## src/rtl/ped_walk_render_if.sv

```systemverilog
// Pedestrian walk stream plus rendered strip/status outputs.
// master = walk controller side, slave = renderer side.
interface ped_walk_render_if #(
    parameter int N_LEDS = 16,
    parameter int CNT_W  = 8
);
    logic              ped_active;
    logic [1:0]        ped_sel;
    logic [7:0]        ped_phase;
    logic              err_clr;
    logic [N_LEDS-1:0] led_ns;
    logic [N_LEDS-1:0] led_ew;
    logic              trip_start;
    logic              trip_done;
    logic [1:0]        trip_dir;
    logic [CNT_W-1:0]  ns_trips;
    logic [CNT_W-1:0]  ew_trips;
    logic              proto_err;

    modport master (
        output ped_active, ped_sel, ped_phase, err_clr,
        input  led_ns, led_ew, trip_start, trip_done,
        input  trip_dir, ns_trips, ew_trips, proto_err
    );

    modport slave (
        input  ped_active, ped_sel, ped_phase, err_clr,
        output led_ns, led_ew, trip_start, trip_done,
        output trip_dir, ns_trips, ew_trips, proto_err
    );
endinterface

```

## src/rtl/ped_walk_render.sv

```systemverilog
// Walk stream consumer: trip tracking, one-hot LED walker,
// trip pulses, saturating per-direction trip counters, sticky error.
module ped_walk_render #(
    parameter int N_LEDS = 16,
    parameter int CNT_W  = 8
) (
    input logic              clk,
    input logic              rst_n,
    ped_walk_render_if.slave bus
);
    localparam int PW = $clog2(N_LEDS);
    localparam int SH = 8 - PW;
    localparam logic [N_LEDS-1:0] ONE = N_LEDS'(1);

    typedef enum logic [1:0] {
        IDLE,
        TRACK,
        IGNORE
    } state_t;

    state_t            state_q, state_d;
    logic [1:0]        dir_q, dir_d;
    logic [7:0]        prev_q, prev_d;
    logic [N_LEDS-1:0] ns_led_q, ns_led_d;
    logic [N_LEDS-1:0] ew_led_q, ew_led_d;
    logic              start_q, start_d;
    logic              done_q, done_d;
    logic [1:0]        tdir_q, tdir_d;
    logic [CNT_W-1:0]  ns_cnt_q, ns_cnt_d;
    logic [CNT_W-1:0]  ew_cnt_q, ew_cnt_d;
    logic              err_q, err_d;

    logic              act;
    logic [1:0]        sel;
    logic [7:0]        ph;
    logic              sel_ok;
    logic              viol;
    logic [PW-1:0]     pos;
    logic [N_LEDS-1:0] dot;

    assign act    = bus.ped_active;
    assign sel    = bus.ped_sel;
    assign ph     = bus.ped_phase;
    assign sel_ok = (sel == 2'b01) || (sel == 2'b10);
    assign pos    = PW'(ph >> SH);
    assign dot    = ONE << pos;

    always_comb begin
        state_d  = state_q;
        dir_d    = dir_q;
        prev_d   = prev_q;
        start_d  = 1'b0;
        done_d   = 1'b0;
        tdir_d   = tdir_q;
        ns_cnt_d = ns_cnt_q;
        ew_cnt_d = ew_cnt_q;
        viol     = 1'b0;
        unique case (state_q)
            IDLE: begin
                if (act) begin
                    if (sel_ok && ph == 8'd0) begin
                        state_d = TRACK;
                        dir_d   = sel;
                        tdir_d  = sel;
                        start_d = 1'b1;
                        prev_d  = 8'd0;
                    end else begin
                        viol    = 1'b1;
                        state_d = IGNORE;
                    end
                end
            end
            TRACK: begin
                if (prev_q == 8'hFF) begin
                    if (!act) begin
                        done_d  = 1'b1;
                        state_d = IDLE;
                    end else if (ph == 8'd0 && sel_ok) begin
                        // back-to-back: close old trip, open new one
                        done_d  = 1'b1;
                        start_d = 1'b1;
                        dir_d   = sel;
                        tdir_d  = sel;
                        prev_d  = 8'd0;
                    end else if (!(ph == 8'hFF && sel == dir_q)) begin
                        viol = 1'b1;
                    end
                end else if (act && sel == dir_q &&
                             (ph == prev_q || ph == prev_q + 8'd1)) begin
                    prev_d = ph;
                end else begin
                    viol = 1'b1;
                end
                if (viol) begin
                    state_d = act ? IGNORE : IDLE;
                    prev_d  = 8'd0;
                end
            end
            IGNORE: begin
                if (!act) begin
                    state_d = IDLE;
                end
            end
            default: state_d = IDLE;
        endcase

        if (done_d) begin
            if (dir_q == 2'b01) begin
                ns_cnt_d = (&ns_cnt_q) ? ns_cnt_q : ns_cnt_q + 1'b1;
            end else begin
                ew_cnt_d = (&ew_cnt_q) ? ew_cnt_q : ew_cnt_q + 1'b1;
            end
        end

        err_d = viol | (err_q & ~bus.err_clr);

        ns_led_d = '0;
        ew_led_d = '0;
        if (state_d == TRACK) begin
            if (dir_d == 2'b01) ns_led_d = dot;
            else                ew_led_d = dot;
        end
    end

    always_ff @(posedge clk or negedge rst_n) begin
        if (!rst_n) begin
            state_q  <= IDLE;
            dir_q    <= 2'b00;
            prev_q   <= 8'd0;
            ns_led_q <= '0;
            ew_led_q <= '0;
            start_q  <= 1'b0;
            done_q   <= 1'b0;
            tdir_q   <= 2'b00;
            ns_cnt_q <= '0;
            ew_cnt_q <= '0;
            err_q    <= 1'b0;
        end else begin
            state_q  <= state_d;
            dir_q    <= dir_d;
            prev_q   <= prev_d;
            ns_led_q <= ns_led_d;
            ew_led_q <= ew_led_d;
            start_q  <= start_d;
            done_q   <= done_d;
            tdir_q   <= tdir_d;
            ns_cnt_q <= ns_cnt_d;
            ew_cnt_q <= ew_cnt_d;
            err_q    <= err_d;
        end
    end

    assign bus.led_ns     = ns_led_q;
    assign bus.led_ew     = ew_led_q;
    assign bus.trip_start = start_q;
    assign bus.trip_done  = done_q;
    assign bus.trip_dir   = tdir_q;
    assign bus.ns_trips   = ns_cnt_q;
    assign bus.ew_trips   = ew_cnt_q;
    assign bus.proto_err  = err_q;
endmodule

```

## src/flat_wrapper.sv

```systemverilog
// flat-port wrapper written by rule: the top's interface ports become plain ports
module ped_walk_render_flat 
#(
    parameter int N_LEDS = 16,
    parameter int CNT_W  = 8
)
  (clk, rst_n, bus_ped_active, bus_ped_sel, bus_ped_phase, bus_err_clr, bus_led_ns, bus_led_ew, bus_trip_start, bus_trip_done, bus_trip_dir, bus_ns_trips, bus_ew_trips, bus_proto_err);
  ped_walk_render_if #(.N_LEDS(N_LEDS), .CNT_W(CNT_W)) bus_i ();
  input logic clk;
  input logic rst_n;
  input wire logic [$bits(bus_i.ped_active)-1:0] bus_ped_active;
  input wire logic [$bits(bus_i.ped_sel)-1:0] bus_ped_sel;
  input wire logic [$bits(bus_i.ped_phase)-1:0] bus_ped_phase;
  input wire logic [$bits(bus_i.err_clr)-1:0] bus_err_clr;
  output wire logic [$bits(bus_i.led_ns)-1:0] bus_led_ns;
  output wire logic [$bits(bus_i.led_ew)-1:0] bus_led_ew;
  output wire logic [$bits(bus_i.trip_start)-1:0] bus_trip_start;
  output wire logic [$bits(bus_i.trip_done)-1:0] bus_trip_done;
  output wire logic [$bits(bus_i.trip_dir)-1:0] bus_trip_dir;
  output wire logic [$bits(bus_i.ns_trips)-1:0] bus_ns_trips;
  output wire logic [$bits(bus_i.ew_trips)-1:0] bus_ew_trips;
  output wire logic [$bits(bus_i.proto_err)-1:0] bus_proto_err;
  assign bus_i.ped_active = bus_ped_active;
  assign bus_i.ped_sel = bus_ped_sel;
  assign bus_i.ped_phase = bus_ped_phase;
  assign bus_i.err_clr = bus_err_clr;
  assign bus_led_ns = bus_i.led_ns;
  assign bus_led_ew = bus_i.led_ew;
  assign bus_trip_start = bus_i.trip_start;
  assign bus_trip_done = bus_i.trip_done;
  assign bus_trip_dir = bus_i.trip_dir;
  assign bus_ns_trips = bus_i.ns_trips;
  assign bus_ew_trips = bus_i.ew_trips;
  assign bus_proto_err = bus_i.proto_err;
  ped_walk_render #(.N_LEDS(N_LEDS), .CNT_W(CNT_W)) u_core (.clk(clk), .rst_n(rst_n), .bus(bus_i));
endmodule
```

## config.mk

```make
export PLATFORM = sky130hd
export DESIGN_NAME = ped_walk_render_flat
export DESIGN_NICKNAME = d
export VERILOG_FILES = /design/src/rtl/ped_walk_render_if.sv /design/src/rtl/ped_walk_render.sv /design/src/flat_wrapper.sv
export SDC_FILE = /design/constraint.sdc
export NUM_CORES = 1
export LEC_CHECK = 0
export BUFFER_PORTS_ARGS = -buffer_cell sky130_fd_sc_hd__buf_2
export CAP_MARGIN = 30
export CORE_ASPECT_RATIO = 1.4
export CORE_MARGIN = 1
export CORE_UTILIZATION = 50
export DETAILED_ROUTE_END_ITERATION = 8
export PLACE_DENSITY = 0.77
export SYNTH_ARGS = -nofsm -noshare
export SYNTH_HDL_FRONTEND = slang
export SYNTH_SLANG_ARGS = --single-unit
```

## constraint.sdc

```tcl
create_clock -name clk -period 3 [get_ports clk]
set_clock_uncertainty 0.1 [all_clocks]
set_input_delay 0.15 -clock clk [delete_from_list [all_inputs] [get_ports clk]]
set_output_delay 0.15 -clock clk [all_outputs]
set_load 0.02 [all_outputs]
```

; ---- After elaboration in Yosys (flattened, before gate mapping)
; Cells that the tools add are included.
[totals]
inputBits = 14
register_bits = 65
elab_cells = 91
[classes]
reduce_logical = 15
muxes = 41
n_eq_ne = 14
bitwise = 6
add_sub_neg = 3
shifts = 1
[ops]
columns = cell, count
row1 = 2-to-1 mux 16 bit, 4
row2 = 2-to-1 mux 8 bit, 5
row3 = "adder 8 x 1 -> 8 bit, second input constant", 3
row4 = 2-to-1 mux 2 bit, 12
row5 = == test 8 bit, 2
row6 = "== test 8 bit, second input constant", 2
row7 = one-hot mux 8 bit (2 select lines), 1
row8 = AND reduction 8 bit, 2
row9 = "<< shifter 1 x 4 -> 16 bit, first input constant", 1
row10 = 2-to-1 mux 1 bit, 14
row11 = "== test 2 x 1 -> 1 bit, second input constant", 5
row12 = zero test 8 bit, 1
row13 = one-hot mux 2 bit (2 select lines), 2
row14 = one-hot mux 2 bit (3 select lines), 1
row15 = AND reduction 3 bit, 2
row16 = "== test 2 bit, second input constant", 2
row17 = logical AND 1 bit, 4
row18 = "inequality test 4 x 1 -> 1 bit, second input constant", 1
row19 = inverter 1 bit, 4
row20 = one-hot mux 1 bit (2 select lines), 2
row21 = AND reduction 2 bit, 2
row22 = == test 2 bit, 1
row23 = zero test 2 bit, 1
row24 = logical OR 1 bit, 2
row25 = other kinds (4), 4

; ---- Longest topological paths before layout
[logic_depth]
depth_word = 11
ltp_mapped = 10
ltp_nobuf = 7

; ---- Least setup slack after synthesis
; OpenSTA, ideal clock, no wires.
[synth_timing]
path_type = reg-to-reg
from = register u_core.prev_q[0]
to = register u_core.ew_led_q[8], in the netlist u_core.bus.led_ew[8]
t_required_ns = 2.822
slack_ns = 0.111
path_stages_with_launch = 11
arrival_ns = 2.711
setup_time_ns = 0.078
path_cell_list = dfrtp_1 > ha_1 > clkbuf_1 > inv_1 > or3_1 > clkbuf_1 > a211oi_4 > mux2i_1 > buf_6 > nand3_1 > a21oi_1
[synth_via]
elab_chain_cells = 11
[synth_rtl]
columns = item, line
row1 = "start, declared", ped_walk_render.sv:23  ; logic [7:0] prev_q, prev_d;
row2 = "start signal, assigned", ped_walk_render.sv:141  ; prev_q <= prev_d;
row3 = adder 8 x 1 -> 8 bit, ped_walk_render.sv:89  ; (ph == prev_q || ph == prev_q + 8'd1)) begin
row4 = == test 8 bit, ped_walk_render.sv:89
row5 = logical OR 1 bit, ped_walk_render.sv:89
row6 = logical AND 1 bit, ped_walk_render.sv:88  ; end else if (act && sel == dir_q &&
row7 = 2-to-1 mux 1 bit, ped_walk_render.sv:88
row8 = 2-to-1 mux 1 bit, ped_walk_render.sv:74  ; if (prev_q == 8'hFF) begin
row9 = 2-to-1 mux 1 bit, ped_walk_render.sv:58  ; unique case (state_q)
row10 = 2-to-1 mux 2 bit, ped_walk_render.sv:94  ; if (viol) begin
row11 = one-hot mux 2 bit (3 select lines), ped_walk_render.sv:58
row12 = == test 2 x 1 -> 1 bit, ped_walk_render.sv:119  ; if (state_d == TRACK) begin
row13 = 2-to-1 mux 16 bit (*), ped_walk_render.sv:119
row14 = named net u_core.ew_led_d[8], ped_walk_render.sv:25  ; logic [N_LEDS-1:0] ew_led_q, ew_led_d;
row15 = "end signal, assigned", ped_walk_render.sv:143  ; ew_led_q <= ew_led_d;
row16 = "end, declared", ped_walk_render.sv:25
; Mark *: on every way through the listed nets, which the timed path passes. The rest lies on a longest branch. The select of a mux whose other input is x is not followed.
; A chain may end at the register's enable or synchronous reset.

; ---- Worst setup path after layout
[layout_timing]
from = register u_core.prev_q[2]
to = register u_core.ew_led_q[12], in the netlist u_core.bus.led_ew[12]
; Same word-level chain as after synthesis.

==> run_results.csv <==
group,metric,value,unit
yosys,synth.distinct_cells,54,
yosys,synth_area_leaders,"dfrtp_1, a21oi_1, xor2_1, nand3_1, nand4_1",
critical_path,cp-start-kind,"flop",
yosys,synth-seq-area-share,0.4889,
power_and_ir_drop,p_per_area,453.3,nW/um^2
global_route,antenna_found_initial,0,
floorplanning,row_count,34,
clocking,clk_path_buf_depth,2,
floorplanning,io_pins,67,
clocking,cts_tree,"built",
clocking,cts_setup_buffers,0,
critical_path,crit_type,"reg2reg",
yosys,netlist.area_leader.share,0.4889,
drt,antenna_left,0,
floorplanning,die-area,6989,sq um
yosys,synth-seq-cells,65,
yosys,ys_warn_count,0,
floorplanning,dieWidth,70.94,microns
drt,num_vias,2873,
placed_design,pre_cts_slack,0.2521,ns
critical_path,critPathArrivalTime,2.90,ns
cells_and_area,nets,426,
sta,slew_violations,0,
cells_and_area,final_cells,486,
yosys,yosysTopAreaCell,"dfrtp_1",
run_status,status,"finished, final reports clean",
cells_and_area,syn_to_final_growth,20.53,%
floorplanning,start_util,0.5249,
clocking,clock_latency,0.35,ns
hold_path,hold_class,"in2reg",
yosys,synth_ff_type,"dfrtp_1",
clocking,cts_root_buf,"clkbuf_8",
sta,fin_crit_sh,0.9112,
critical_path,critPathMaxFanout,16,
sta,slew_headroom,0.5003,
clocking,ctsHoldBuffers,3,
cells_and_area,n_antenna_cell,0,
drt,first_iter_violations,219,
critical_path,cp-end-kind,"flop",
sta,grt_setup_unrepaired,"false",
yosys,synth_edf_count,0,
drt,wl_per_cell,16.73,microns
yosys,postSynthCellCount,339,
global_route,grtUsageTotal,0.2534,
floorplanning,die_y,98.52,microns
drt,drt-total-wl,8.131,mm
clocking,cts_resized,0,
sta,setup_ws,0.2663,ns
critical_path,worst_ep_required_time,3.17,ns
floorplanning,core,6339,sq um
clocking,htree_levels,3,
yosys,async_flop_share,1.000,
sta,tightest_slew,0.7495,ns
placed_design,io_buffers,66,
yosys,syn_area_per_cell,9.814,sq um
drt,viasPerCell,5.912,
power_and_ir_drop,max-vdd-ir-drop,0.4546,mV
sta,max_freq,365.8,MHz
sta,tns,0,ns
global_route,grt_max_degree,36,
clocking,cts_sinks,65,
global_route,grt_pass1_vias,2792,
yosys,syn_nets,356,
placed_design,gp_congestion,0.8969,
global_route,grt_remaining_overflow,0,
drt,drtPass1Iterations,7,
power_and_ir_drop,power.leakage,0.001969,uW
cells_and_area,drive_gt1_frac,0.2657,
sta,finalSetupViolations,0,
placed_design,place_hpwl,5.913,mm
yosys,synthesis.area,3327,sq um
sta,fin_crit,2.734,ns
drt,drc,0,
placed_design,dp_cells,467,
sta,hold_violations,0,
global_route,grt_pass1_wl,13.57,mm
flow_run,cap_viol_max_count,0,
clocking,clk_pin_slew,0.07,ns
clocking,cts_buffers,9,
-- flip-flops by register name (all words and copies together) (netlist names) --
register               flops
u_core.bus.ns_trips        8
u_core.bus.trip_done       1
u_core.bus.led_ns         16
u_core.bus.ew_trips        8
u_core.state_q             2
u_core.bus.trip_dir        2
u_core.prev_q              8
u_core.bus.led_ew         16
u_core.bus.proto_err       1
u_core.dir_q               2
u_core.bus.trip_start      1
-- report_power, final --
group / switching (uW) / leakage, uW / internal (uW)
registers: 3.46 / 0.000899 / 879
logic: 81.9 / 0.000956 / 38.9
clock network: 346 / 0.000114 / 469
-- path summary, 6_finish.rpt --
path | startpoint | to | slack, ns | cells past startpoint
setup reg to reg | u_core.prev_q[2] | u_core.bus.led_ew[12] | 0.27 | 7
setup / recovery | u_core.prev_q[2] | u_core.bus.led_ew[12] | 0.27 | 7
max in group asynchronous | rst_n | u_core.bus.led_ew[8] | 1.73 | 3
hold reg to reg | u_core.bus.ns_trips[6] | u_core.bus.ns_trips[6] | 0.39 | 1
min in group asynchronous | rst_n | u_core.bus.ns_trips[5] | 0.31 | 2
hold / removal | bus_ped_phase[6] | u_core.bus.led_ns[0] | 0.02 | 3
-- cell type report --
type	count	area (sq um)
Fill cell	528	2328
Clock buffer	9	123.9
Inverter	7	26.28
Tap cell	72	90.09
Sequential cell	65	1627
Timing Repair Buffer	87	508.0
Clock inverter	7	92.59
Multi-Input combinational cell	239	1543
-- per-layer routing --
layer / global-route usage / vias up / part of all wire
met5: 0 / - / 0
li1: - / 1368 / -
met1: 0.3274 / 1393 / 0.41
met3: 0.05930 / 14 / 0.055
met2: 0.4038 / 98 / 0.51
met4: 0.1185 / 0 / 0.024
-- worst max-delay path, stage by stage, from the launching register on --
cell and delay [ns]:
dfrtp_1 0.58, nand4_1 0.29, or3_1 0.57, a211oi_4 0.37, mux2i_1 0.23, buf_4 0.24
nand4_1 0.11, a21oi_1 0.15
-- cell usage after synthesis (all sizes together) (2+ instances only) --
cell type,n
xor2,15
o31ai,2
mux2,6
nand3,25
a22oi,2
nor3,5
or4,4
nor2b,7
a211oi,6
inv,7
a31oi,3
xnor2,13
buf,7
mux2i,2
or3,2
and3,8
ha,3
nand4,19
nor4,2
nand2b,2
a21oi,36
dfrtp,65
and2,2
o21ai,13
o211ai,2
nor2,15
clkbuf,21
and4,5
nand2,20
nand3b,2
-- kinds of logic after synthesis --
| logic type | synth area share |
|---|---|
| adders and majority gates | 0.01128 |
| DFF | 0.4889 |
| and+or+nand+nor | 0.1993 |
| buffers and inverters | 0.04739 |
| xor gates and xnor gates | 0.07371 |
| AOI/OAI and AO/OA | 0.1519 |
| muxes | 0.02745 |
-- through the flow --
stage	hold slack [ns]	utilization	power, uW	instance area (sq um)
floorplan	-0.2456	-	965.4	3327
global placement	0.1595	0.5938	1015	3764
detailed placement	0.1661	0.5938	1017	3764
CTS	0.0008757	0.6326	1834	4010
global route	0.004677	0.6326	1884	4010
finish	0.01673	0.6326	1818	4010
-- cells in the final DEF (no fill, tap or decap), drive strengths merged, types with 2 or more instances in the layout --
cell type / Yosys / layout
nand3b: 2 / 2
clkinv: 0 / 3
nand2b: 2 / 2
nand2: 20 / 20
xnor2: 13 / 13
mux2: 6 / 6
buf: 7 / 84
dlygate4sd3: 0 / 3
o21ai: 13 / 13
and3: 8 / 8
xor2: 15 / 15
nor4: 2 / 2
nor3: 5 / 5
a31oi: 3 / 3
a22oi: 2 / 2
o211ai: 2 / 2
nand3: 25 / 25
ha: 3 / 3
dfrtp: 65 / 65
clkbuf: 21 / 9
mux2i: 2 / 2
a21oi: 36 / 36
or4: 4 / 4
nor2: 15 / 15
inv: 7 / 9
and2: 2 / 2
bufinv: 0 / 2
a211oi: 6 / 6
or3: 2 / 2
and4: 5 / 5
nor2b: 7 / 7
o31ai: 2 / 2
nand4: 19 / 19
(Power assumes the default switching activity.)
